<file path="config.mk">
export PLATFORM = sky130hd
export DESIGN_NAME = sfx_sequencer
export DESIGN_NICKNAME = d
export VERILOG_FILES = /design/src/rtl/sfx_sequencer.sv
export SDC_FILE = /design/constraint.sdc
export NUM_CORES = 1
export LEC_CHECK = 0
export CAP_MARGIN = 20
export CORE_ASPECT_RATIO = 0.9
export CORE_MARGIN = 1.5
export CORE_UTILIZATION = 44
export CTS_CLUSTER_SIZE = 10
export DETAILED_ROUTE_END_ITERATION = 7
export GPL_ROUTABILITY_DRIVEN = 1
export PLACE_DENSITY = 0.75
export SETUP_SLACK_MARGIN = 0.3
export SKIP_CTS_REPAIR_TIMING = 1
export SYNTH_ARGS = -nofsm -noshare
export SYNTH_HDL_FRONTEND = slang
export SYNTH_SLANG_ARGS = --single-unit
export TNS_END_PERCENT = 1
</file>
<file path="constraint.sdc">
create_clock -name clk -period 2 [get_ports clk]
set_input_delay 0.4 -clock clk [delete_from_list [all_inputs] [get_ports clk]]
set_output_delay 0.4 -clock clk [all_outputs]
set_load 0.02 [all_outputs]
</file>
<file path="src/rtl/sfx_sequencer.sv">
// -----------------------------------------------------------------------------
// sfx_sequencer
//   Turns single-cycle game-event strobes (attack, hit, death) into
//   frame-timed level triggers for the APU's square/noise/saw inputs.
//   Simultaneous strobes are arbitrated by priority: death > hit > attack.
//   A strobe with priority equal to or higher than the current sound restarts
//   or retriggers it. Frame timing is derived from the same x/y scan counters
//   that the APU sees.
//
//   Build option: define SFX_QUEUE_EN to enable a 1-deep pending slot. The slot
//   holds a lower-priority event that arrives while a sound is playing. When
//   the current sound expires, one silent frame (GAP) is inserted before the
//   pending sound starts. Without the macro, lower-priority events are dropped
//   and GAP is never entered.
//
// Ports
//   clk             system clock
//   reset           asynchronous, active-high reset
//   evt_attack      1-cycle strobe, priority 0 -> square_trigger
//   evt_hit         1-cycle strobe, priority 1 -> noise_trigger
//   evt_death       1-cycle strobe, priority 2 -> saw_trigger
//   x, y            scan position (10 bits each)
//   saw_trigger     registered level to the APU
//   square_trigger  registered level to the APU
//   noise_trigger   registered level to the APU
//   busy            registered, high whenever the sequencer is not IDLE
// -----------------------------------------------------------------------------
module sfx_sequencer #(
  parameter int ATTACK_FRAMES = 6,
  parameter int HIT_FRAMES    = 10,
  parameter int DEATH_FRAMES  = 30,
  parameter int FRAME_LINE    = 480,
  parameter int CNT_W         = 6
) (
  input  logic       clk,
  input  logic       reset,
  input  logic       evt_attack,
  input  logic       evt_hit,
  input  logic       evt_death,
  input  logic [9:0] x,
  input  logic [9:0] y,
  output logic       saw_trigger,
  output logic       square_trigger,
  output logic       noise_trigger,
  output logic       busy
);

  localparam logic [1:0] S_IDLE = 2'd0;
  localparam logic [1:0] S_PLAY = 2'd1;
  localparam logic [1:0] S_GAP  = 2'd2;

  // Sound identifiers equal their arbitration priority, so a numeric compare
  // is a priority compare.
  localparam logic [1:0] P_ATTACK = 2'd0;
  localparam logic [1:0] P_HIT    = 2'd1;
  localparam logic [1:0] P_DEATH  = 2'd2;

  localparam logic [9:0]       FRAME_Y = 10'(FRAME_LINE);
  localparam logic [CNT_W-1:0] CNT_ONE = CNT_W'(1);

  // A configured duration of 0 frames is treated as 1 frame.
  function automatic logic [CNT_W-1:0] duration(input logic [1:0] pri);
    int unsigned d;
    case (pri)
      P_DEATH: d = DEATH_FRAMES;
      P_HIT:   d = HIT_FRAMES;
      default: d = ATTACK_FRAMES;
    endcase
    if (d == 0) d = 1;
    return d[CNT_W-1:0];
  endfunction

  logic             match;
  logic             match_q;
  logic             frame_tick;
  logic [1:0]       state, state_n;
  logic [1:0]       cur, cur_n;
  logic [CNT_W-1:0] cnt, cnt_n;
  logic             pend_valid, pend_valid_n;
  logic [1:0]       pend_pri, pend_pri_n;
  logic             evt_valid;
  logic [1:0]       evt_pri;

  assign match     = (x == 10'd0) && (y == FRAME_Y);
  assign evt_valid = evt_attack | evt_hit | evt_death;
  assign evt_pri   = evt_death ? P_DEATH : (evt_hit ? P_HIT : P_ATTACK);

  // Frame tick: one-cycle pulse on the cycle after match rises, so a match
  // held across several clocks still counts as a single frame.
  // NOTE: sequential state uses non-blocking (<=) assignments so every
  // register samples the pre-edge values of the others.
  always_ff @(posedge clk or posedge reset) begin
    if (reset) begin
      match_q    <= 1'b0;
      frame_tick <= 1'b0;
    end else begin
      match_q    <= match;
      frame_tick <= match & ~match_q;
    end
  end

  always_comb begin
    // NOTE: every variable gets a default before the case so no path can
    // leave it unassigned and infer a latch.
    state_n      = state;
    cur_n        = cur;
    cnt_n        = cnt;
    pend_valid_n = pend_valid;
    pend_pri_n   = pend_pri;

    case (state)
      S_IDLE: begin
        if (evt_valid) begin
          state_n = S_PLAY;
          cur_n   = evt_pri;
          cnt_n   = duration(evt_pri);
        end
      end

      S_PLAY: begin
        if (evt_valid && (evt_pri >= cur)) begin
          // Restart or retrigger; wins over an expiry on the same cycle.
          cur_n = evt_pri;
          cnt_n = duration(evt_pri);
        end else begin
`ifdef SFX_QUEUE_EN
          if (evt_valid && (!pend_valid || (evt_pri >= pend_pri))) begin
            pend_valid_n = 1'b1;
            pend_pri_n   = evt_pri;
          end
`endif
          if (frame_tick) begin
            if (cnt == CNT_ONE) begin
              // An event queued on this very cycle already counts as pending.
              state_n = pend_valid_n ? S_GAP : S_IDLE;
              cnt_n   = '0;
            end else begin
              cnt_n = cnt - CNT_ONE;
            end
          end
        end
      end

      S_GAP: begin
        if (evt_valid) begin
          state_n = S_PLAY;
          cur_n   = evt_pri;
          cnt_n   = duration(evt_pri);
          if (pend_pri <= evt_pri) pend_valid_n = 1'b0;
        end else if (frame_tick) begin
          state_n      = S_PLAY;
          cur_n        = pend_pri;
          cnt_n        = duration(pend_pri);
          pend_valid_n = 1'b0;
        end
      end

      default: state_n = S_IDLE;
    endcase
  end

  // Outputs are decoded from the next state and registered alongside it, so a
  // trigger rises on the cycle after the accepted strobe and only one trigger
  // can be high at a time.
  always_ff @(posedge clk or posedge reset) begin
    if (reset) begin
      state          <= S_IDLE;
      cur            <= P_ATTACK;
      cnt            <= '0;
      pend_valid     <= 1'b0;
      pend_pri       <= P_ATTACK;
      saw_trigger    <= 1'b0;
      square_trigger <= 1'b0;
      noise_trigger  <= 1'b0;
      busy           <= 1'b0;
    end else begin
      state          <= state_n;
      cur            <= cur_n;
      cnt            <= cnt_n;
      pend_valid     <= pend_valid_n;
      pend_pri       <= pend_pri_n;
      saw_trigger    <= (state_n == S_PLAY) && (cur_n == P_DEATH);
      square_trigger <= (state_n == S_PLAY) && (cur_n == P_ATTACK);
      noise_trigger  <= (state_n == S_PLAY) && (cur_n == P_HIT);
      busy           <= (state_n != S_IDLE);
    end
  end

endmodule

</file>
==> results by group, run 1 <==
Critical path
  – Reg2reg end: cur[0]$_DFF_PP0_
  – WP data required: 2.19 ns
  – Crit-path max cell delay: 0.28 ns
  – Setup CP Type: in -> reg
  – R2R depth: 8
  – Element type at the critical path end: flop
  – R2R setup slack: 0.19 ns
  – R2R Path Start: cur[0]$_DFF_PP0_
  – Max stage delay cell, worst path: ha_1
  – Crit path max fanout: 4
  – Crit-path most repeated cell: buf_4
  – Type of origin of the critical path: input port
  – Critical Path AT: 2.03 ns
  – CP cell instances: buf_6 > or2b_1 > ha_1 > nand2b_4 > a21oi_4 > o21ai_2 > buf_4 > nand3b_1 > a22o_1 > buf_4

Synth
  – Synth top area share: 35.48%
  – Syn Nets: 154
  – Post-synthesis sequential area ratio: 35.48%
  – Number of synthesized flops with an enable pin: 0
  – Syn avg cell area: 9.327 µm²
  – Asr flop ratio synth: 100.0%
  – Post-Syn Area: 1129 µm²
  – Largest area contributor in the netlist: dfrtp_1
  – Register bit total from synthesis: 16
  – Ys Warns: 0
  – Synth Flop Type: dfrtp_1
  – Mapped Cells: 121
  – Unique cell type count in the Yosys netlist: 44
  – Synth area leaders: dfrtp_1 35%, ha_1 8.9%, nor4_1 3.9%

Clock tree
  – H-Tree Depth: 1
  – CTS Buf Count: 3
  – CTS root buf: clkbuf_4
  – Clock buffer depth: 2
  – Reg clk slew, reported paths: 0.09 ns
  – Clk_lat worst skew: 0.29 ns
  – CTS tree: yes
  – Clock sink count: 16

Final layout
  – Diode count: 0
  – Final instance area: 1620 µm²
  – Most flop-heavy register: cnt
  – Fill cells: 200
  – Share of cells above drive strength 1: 22.75%
  – Largest registers: cnt x6, cur x2, state x2
  – Final nets: 202
  – Area growth syn-to-layout: 43.57%
  – Max reg flops: 6

STA
  – Final Cycle Share: 91.98%
  – Final slew viol count: 0
  – Least-Margin Pin Slew: 0.6329 ns
  – Hold Vio Cnt, Final: 0
  – Max_slew headroom: 57.76%
  – Tmin final: 1.840 ns
  – Skew final: 0.001557 ns
  – Hold slack: 0.4134 ns
  – Fin Setup TNS: 0 ns
  – RSZ-0062 raised after global routing: yes
  – Max Freq: 543.6 MHz
  – Final setup violation count: 0

Routing
  – Vias per cell: 5.826
  – DRC Markers: 0
  – Initial DRC count: 35
  – DRT Wirelength: 2766 µm
  – Vias: 1136
  – Post-route ant nets: 0
  – Pre-Repair DR Iteration Count: 4
  – Drt wl/cell: 14.18 µm

Pwr
  – Pwr per Cell Area: 1326 nW/µm²
  – Power Total: 2.148 mW
  – Max IR drop VDD: 881.4 µV
  – P_leak: 0.7457 nW

Die
  – Initial Utilization: 46.14%
  – Core area: 2446 µm²
  – Die ar.: 2878 µm²
  – I/O Pins: 29
  – Die H: 51.05 µm
  – Core Rows: 17
  – Die X: 56.39 µm

Placed design
  – Post-DP HPWL: 2109 µm
  – Post-DP Area: 1534 µm²
  – Buffers on Ports: 28
  – Placer Congestion: 0.8846

Global route
  – Largest net degree at the start of global routing: 17
  – Initial antenna violation count: 0
  – GRT Resource Usage Total: 20.57%
  – Grt total ovfl: 0
  – First-pass GRT wire length: 4664 µm
  – Vias in the first global route: 1107

Outcome
  – Status: finished, final reports clean

Min path
  – Worst min path class: reg -> reg
  – Hold_sp: match_q$_DFF_PP0_
  – Cells on Worst Hold Path: 1
  – Hold worst-path end: frame_tick$_DFF_PP0_

Flow run
  – Max-capacitance violation count: 0
synthesized netlist by cell type (3+ instances only):
library cell   n
inv_1         10
nor2b_1        3
nor2_1         9
nor4_1         7
dfrtp_1       16
nand2_1       10
ha_1           8
nor3_1         5
a21oi_1        6
worst max-delay path by stage:
stage / from / end / slack [ns] / depth (start not counted)
4_1_cts: evt_hit / cnt[5]$_DFFE_PP0P_ / -0.21 / 9
5_1_grt: state[1]$_DFF_PP0_ / noise_trigger$_DFF_PP0_ / 0.09 / 7
3_3_place_gp: evt_hit / cnt[5]$_DFFE_PP0P_ / -0.48 / 9
6_report: evt_death / cur[0]$_DFF_PP0_ / 0.16 / 10
2_1_floorplan: evt_hit / cnt[0]$_DFFE_PP0P_ / 0.03 / 9
3_5_place_dp: evt_hit / cnt[5]$_DFFE_PP0P_ / -0.52 / 9
critical path: cells and delay by family:
| kind | cells | cell delay, ns |
|---|---|---|
| AND/OR/NAND/NOR | 3 | 0.42 |
| AO/OA/AOI/OAI | 3 | 0.53 |
| buffers and inverters | 3 | 0.40 |
| adder cells (fa/ha/maj) | 1 | 0.28 |
layout by cell type (no fill, tap or decap), drive strengths merged, types with 2 or more instances in the layout:
cell / synthesis / final
o211ai: 2 / 2
nand3: 3 / 3
nor2b: 3 / 3
o31ai: 2 / 2
a211o: 2 / 2
nand3b: 2 / 2
a21oi: 7 / 7
o21ai: 6 / 6
ha: 8 / 8
nor4: 7 / 7
buf: 1 / 18
clkbuf: 0 / 3
nand2b: 3 / 3
or2b: 2 / 2
nor2: 9 / 9
inv: 10 / 10
a21o: 2 / 2
o21a: 2 / 2
o21bai: 2 / 2
clkdlybuf4s50: 0 / 25
nor3: 6 / 6
dfrtp: 16 / 16
nand2: 10 / 10
metrics by stage:
stage / setup WS [ns] / std cells / util, %
floorplan: 0.03118 / 121 / -
global placement: -0.4754 / 189 / 62.71
detailed placement: -0.5194 / 189 / 62.71
CTS: -0.2096 / 192 / 63.63
global route: 0.09022 / 195 / 66.24
finish: 0.1605 / 195 / 66.24
cell families (layout without fill, tap and decap cells):
group | count (synthesis) | after routing | share of synthesized area (%)
AOI/OAI and AO/OA | 35 | 35 | 23.61
adders and majority gates | 8 | 8 | 8.870
buffers and inverters | 11 | 57 | 3.992
DFF | 16 | 16 | 35.48
muxes | 1 | 1 | 0.9977
and+or+nand+nor | 50 | 50 | 27.05
layout make-up:
cell class              instances  area, µm²  area share (%)
multi-input cells              94      718.2           44.32
flip-flops and latches         16      401.6           24.79
repair buffers                 44      405.4           25.02
clock buffers                   3      22.52           1.390
inverters                      10      37.54           2.317
well taps                      28      35.03           2.162
per-layer routing:
layer | vias to the layer above | wire length (µm) | global-route usage [%]
met4 | 0 | 65 | 11.51
met3 | 7 | 157 | 2.278
met1 | 544 | 1214 | 26.58
met2 | 44 | 1329 | 33.73
met5 | - | 0 | 0
li1 | 541 | - | -
where the power goes:
group          leakage (nW)  switching, mW  internal (mW)
Sequential            0.196         0.0975          0.455
Clock                0.0138          0.101         0.0701
Combinational         0.536          0.706          0.719
Total                 0.746          0.904           1.24
No activity file was read; power rests on OpenSTA's default activity.
==> inputs of run 2 (changes only) <==
--- a/config.mk
+++ b/config.mk
@@ -8,10 +8,10 @@
 export CAP_MARGIN = 20
 export CORE_ASPECT_RATIO = 0.9
-export CORE_MARGIN = 1.5
+export CORE_MARGIN = 4
 export CORE_UTILIZATION = 44
 export CTS_CLUSTER_SIZE = 10
 export DETAILED_ROUTE_END_ITERATION = 7
 export GPL_ROUTABILITY_DRIVEN = 1
-export PLACE_DENSITY = 0.75
+export PLACE_DENSITY = 0.82
 export SETUP_SLACK_MARGIN = 0.3
 export SKIP_CTS_REPAIR_TIMING = 1
==> constraint.sdc (replaced) <==
create_clock -name clk -period 2 [get_ports clk]
set_input_delay 0.2 -clock clk [delete_from_list [all_inputs] [get_ports clk]]
set_output_delay 0.2 -clock clk [all_outputs]
set_load 0.02 [all_outputs]
==> run 2 against run 1 <==
Compared with the run above:
- first-iteration DRC count is 130% higher
- via count shrank 1.5%
- clock power about the same
- global-route usage fell by 3.3 points
- clock-buffer cell count stayed put
- final cell count decreased by 2.1%
- largest cell class unchanged
- largest power group unchanged
==> results by group, run 2 (synthesis results as in run 1) <==
Outcome
  – Status: finished, final reports clean (unchanged)

Placed design
  – Placer Congestion: 0.8960 (was 0.8846)
  – Post-DP Area: 1504 µm² (was 1534 µm²)
  – Post-DP HPWL: 2203 µm (was 2109 µm)
  – Buffers on Ports: 28 (unchanged)

STA
  – Max Freq: 554.6 MHz (was 543.6 MHz)
  – Hold Vio Cnt, Final: 0 (unchanged)
  – Final slew viol count: 0 (unchanged)
  – Hold slack: 0.2530 ns (was 0.4134 ns)
  – Final Cycle Share: 90.15% (was 91.98%)
  – Tmin final: 1.803 ns (was 1.840 ns)
  – Skew final: 0.007294 ns (was 0.001557 ns)
  – Final setup violation count: 0 (unchanged)
  – RSZ-0062 raised after global routing: yes (unchanged)
  – Least-Margin Pin Slew: 0.5916 ns (was 0.6329 ns)
  – Max_slew headroom: 60.52% (was 57.76%)

Final layout
  – Commonest cells after routing, fill and taps aside: 26 x clkdlybuf4s50_1, 16 x dfrtp_1, 10 x nand2_1, 10 x buf_4 (was 25 x clkdlybuf4s50_1, 16 x buf_4, 15 x dfrtp_1, 10 x inv_1, 10 x nand2_1)
  – Fill cells: 201 (was 200)
  – Final instance area: 1614 µm² (was 1620 µm²)
  – Max reg flops: 6 (unchanged)
  – Area growth syn-to-layout: 43.02% (was 43.57%)
  – Most common cell after layout, fill and taps aside: clkdlybuf4s50_1 (unchanged)
  – Most flop-heavy register: cnt (unchanged)
  – Share of cells above drive strength 1: 22.70% (was 22.75%)
  – Register area: 400.4 µm² (was 401.6 µm²)
  – Footprint of the multi-input gates: 735.7 µm² (was 718.2 µm²)
  – Largest registers: cnt x6, cur x2, state x2 (unchanged)
  – Final nets: 198 (was 202)
  – Diode count: 0 (unchanged)

Critical path
  – Crit path max fanout: 7 (was 4)
  – Largest delay share family, worst path: compound AO/OA/AOI/OAI gates (unchanged)
  – Critical Path AT: 2.02 ns (was 2.03 ns)
  – Crit-path max cell delay: 0.40 ns (was 0.28 ns)
  – Crit path buf inv count: 1 (was 3)
  – WP data required: 2.22 ns (was 2.19 ns)
  – Type of origin of the critical path: flop (was input port)
  – Max stage delay cell, worst path: dfrtp_1 (was ha_1)
  – Setup CP Type: reg -> reg (was in -> reg)
  – CP cell instances: ha_1 > nand2b_4 > a21oi_4 > o21ai_2 > o221ai_4 > buf_6 > a211oi_2 > a21oi_1 (was buf_6 > or2b_1 > ha_1 > nand2b_4 > a21oi_4 > o21ai_2 > buf_4 > nand3b_1 > a22o_1 > buf_4)
  – Element type at the critical path end: flop (unchanged)

Clock tree
  – CTS root buf: clkbuf_4 (unchanged)
  – Clock sink count: 16 (unchanged)
  – Reg clk slew, reported paths: 0.09 ns (about the same)
  – Clk_lat worst skew: 0.30 ns (was 0.29 ns)
  – CTS Buf Count: 3 (unchanged)
  – CTS tree: yes (unchanged)
  – Clock buffer depth: 2 (unchanged)
  – H-Tree Depth: 1 (unchanged)

Min path
  – Worst min path class: in -> async (was reg -> reg)

Die
  – Die ar.: 3440 µm² (was 2878 µm²)
  – Die X: 61.39 µm (was 56.39 µm)
  – I/O Pins: 29 (unchanged)
  – Initial Utilization: 46.14% (unchanged)
  – Die H: 56.05 µm (was 51.05 µm)
  – Core area: 2446 µm² (unchanged)
  – Core Rows: 17 (unchanged)

Flow run
  – Max-capacitance violation count: 0 (unchanged)

Pwr
  – P_leak: 0.7339 nW (was 0.7457 nW)
  – Max IR drop VDD: 1015 µV (was 881.4 µV)
  – Pwr per Cell Area: 1378 nW/µm² (was 1326 nW/µm²)

Routing
  – Vias per cell: 5.859 (was 5.826)
  – Drt wl/cell: 16.01 µm (was 14.18 µm)
  – Post-route ant nets: 0 (unchanged)
  – Pre-Repair DR Iteration Count: 4 (unchanged)
  – Vias: 1119 (was 1136)
  – DRT Wirelength: 3057 µm (was 2766 µm)
  – DRC Markers: 0 (unchanged)
  – Initial DRC count: 80 (was 35)

Global route
  – Vias in the first global route: 1093 (was 1107)
  – GRT Resource Usage Total: 17.26% (was 20.57%)
  – Grt total ovfl: 0 (unchanged)
  – Initial antenna violation count: 0 (unchanged)
  – Largest net degree at the start of global routing: 17 (unchanged)
  – First-pass GRT wire length: 4588 µm (was 4664 µm)
run 2: report_power, final:
part           switching, mW  internal [mW]
sequential             0.101          0.453
combinational          0.774          0.722
clock                  0.103         0.0703
total                  0.979           1.25
run 2: metal layers:
metal,GRT usage (%),wire length [µm]
met5,0,0
met1,22.86,1282
met4,8.182,64
met3,2.552,178
met2,26.89,1531
run 2: layout make-up:
type	instances	area share, %
multi-input combinational	94	45.58
sequential	16	24.81
timing repair buffer	40	23.72
inverter	10	2.326
tap	28	2.171
clock buffer	3	1.395
run 2: final timing paths:
kind | start | to | slack, ns | cells after the start
setup / recovery | cur[0]$_DFF_PP0_ | cnt[1]$_DFFE_PP0P_ | 0.20 | 8
hold / removal | reset | state[1]$_DFF_PP0_ | 0.25 | 2
setup reg to reg | cur[0]$_DFF_PP0_ | cnt[1]$_DFFE_PP0P_ | 0.20 | 8
hold reg to reg | match_q$_DFF_PP0_ | frame_tick$_DFF_PP0_ | 0.41 | 1
max in group asynchronous | reset | frame_tick$_DFF_PP0_ | 1.36 | 2
min in group clk | evt_death | cnt[4]$_DFFE_PP0P_ | 0.38 | 4
run 2: worst reg2reg max path: stages, from the launching register on:
cell and delay [ns]:
dfrtp_1 0.40, ha_1 0.27, nand2b_4 0.15, a21oi_4 0.17, o21ai_2 0.10, o221ai_4 0.28, buf_6 0.17, a211oi_2 0.04
a21oi_1 0.13
run 2: stage by stage:
stage	power, mW	cells	utilization, %	setup TNS (ns)	setup WS (ns)
6_report	2.225	191	65.98	0	0.1970
5_1_grt	2.366	191	65.98	0	0.1114
4_1_cts	1.991	188	62.40	-0.007905	-0.007905
3_5_place_dp	1.820	185	61.48	-2.941	-0.3074
3_3_place_gp	1.781	185	61.48	-2.056	-0.2124
2_1_floorplan	1.428	121	-	0	0.2312
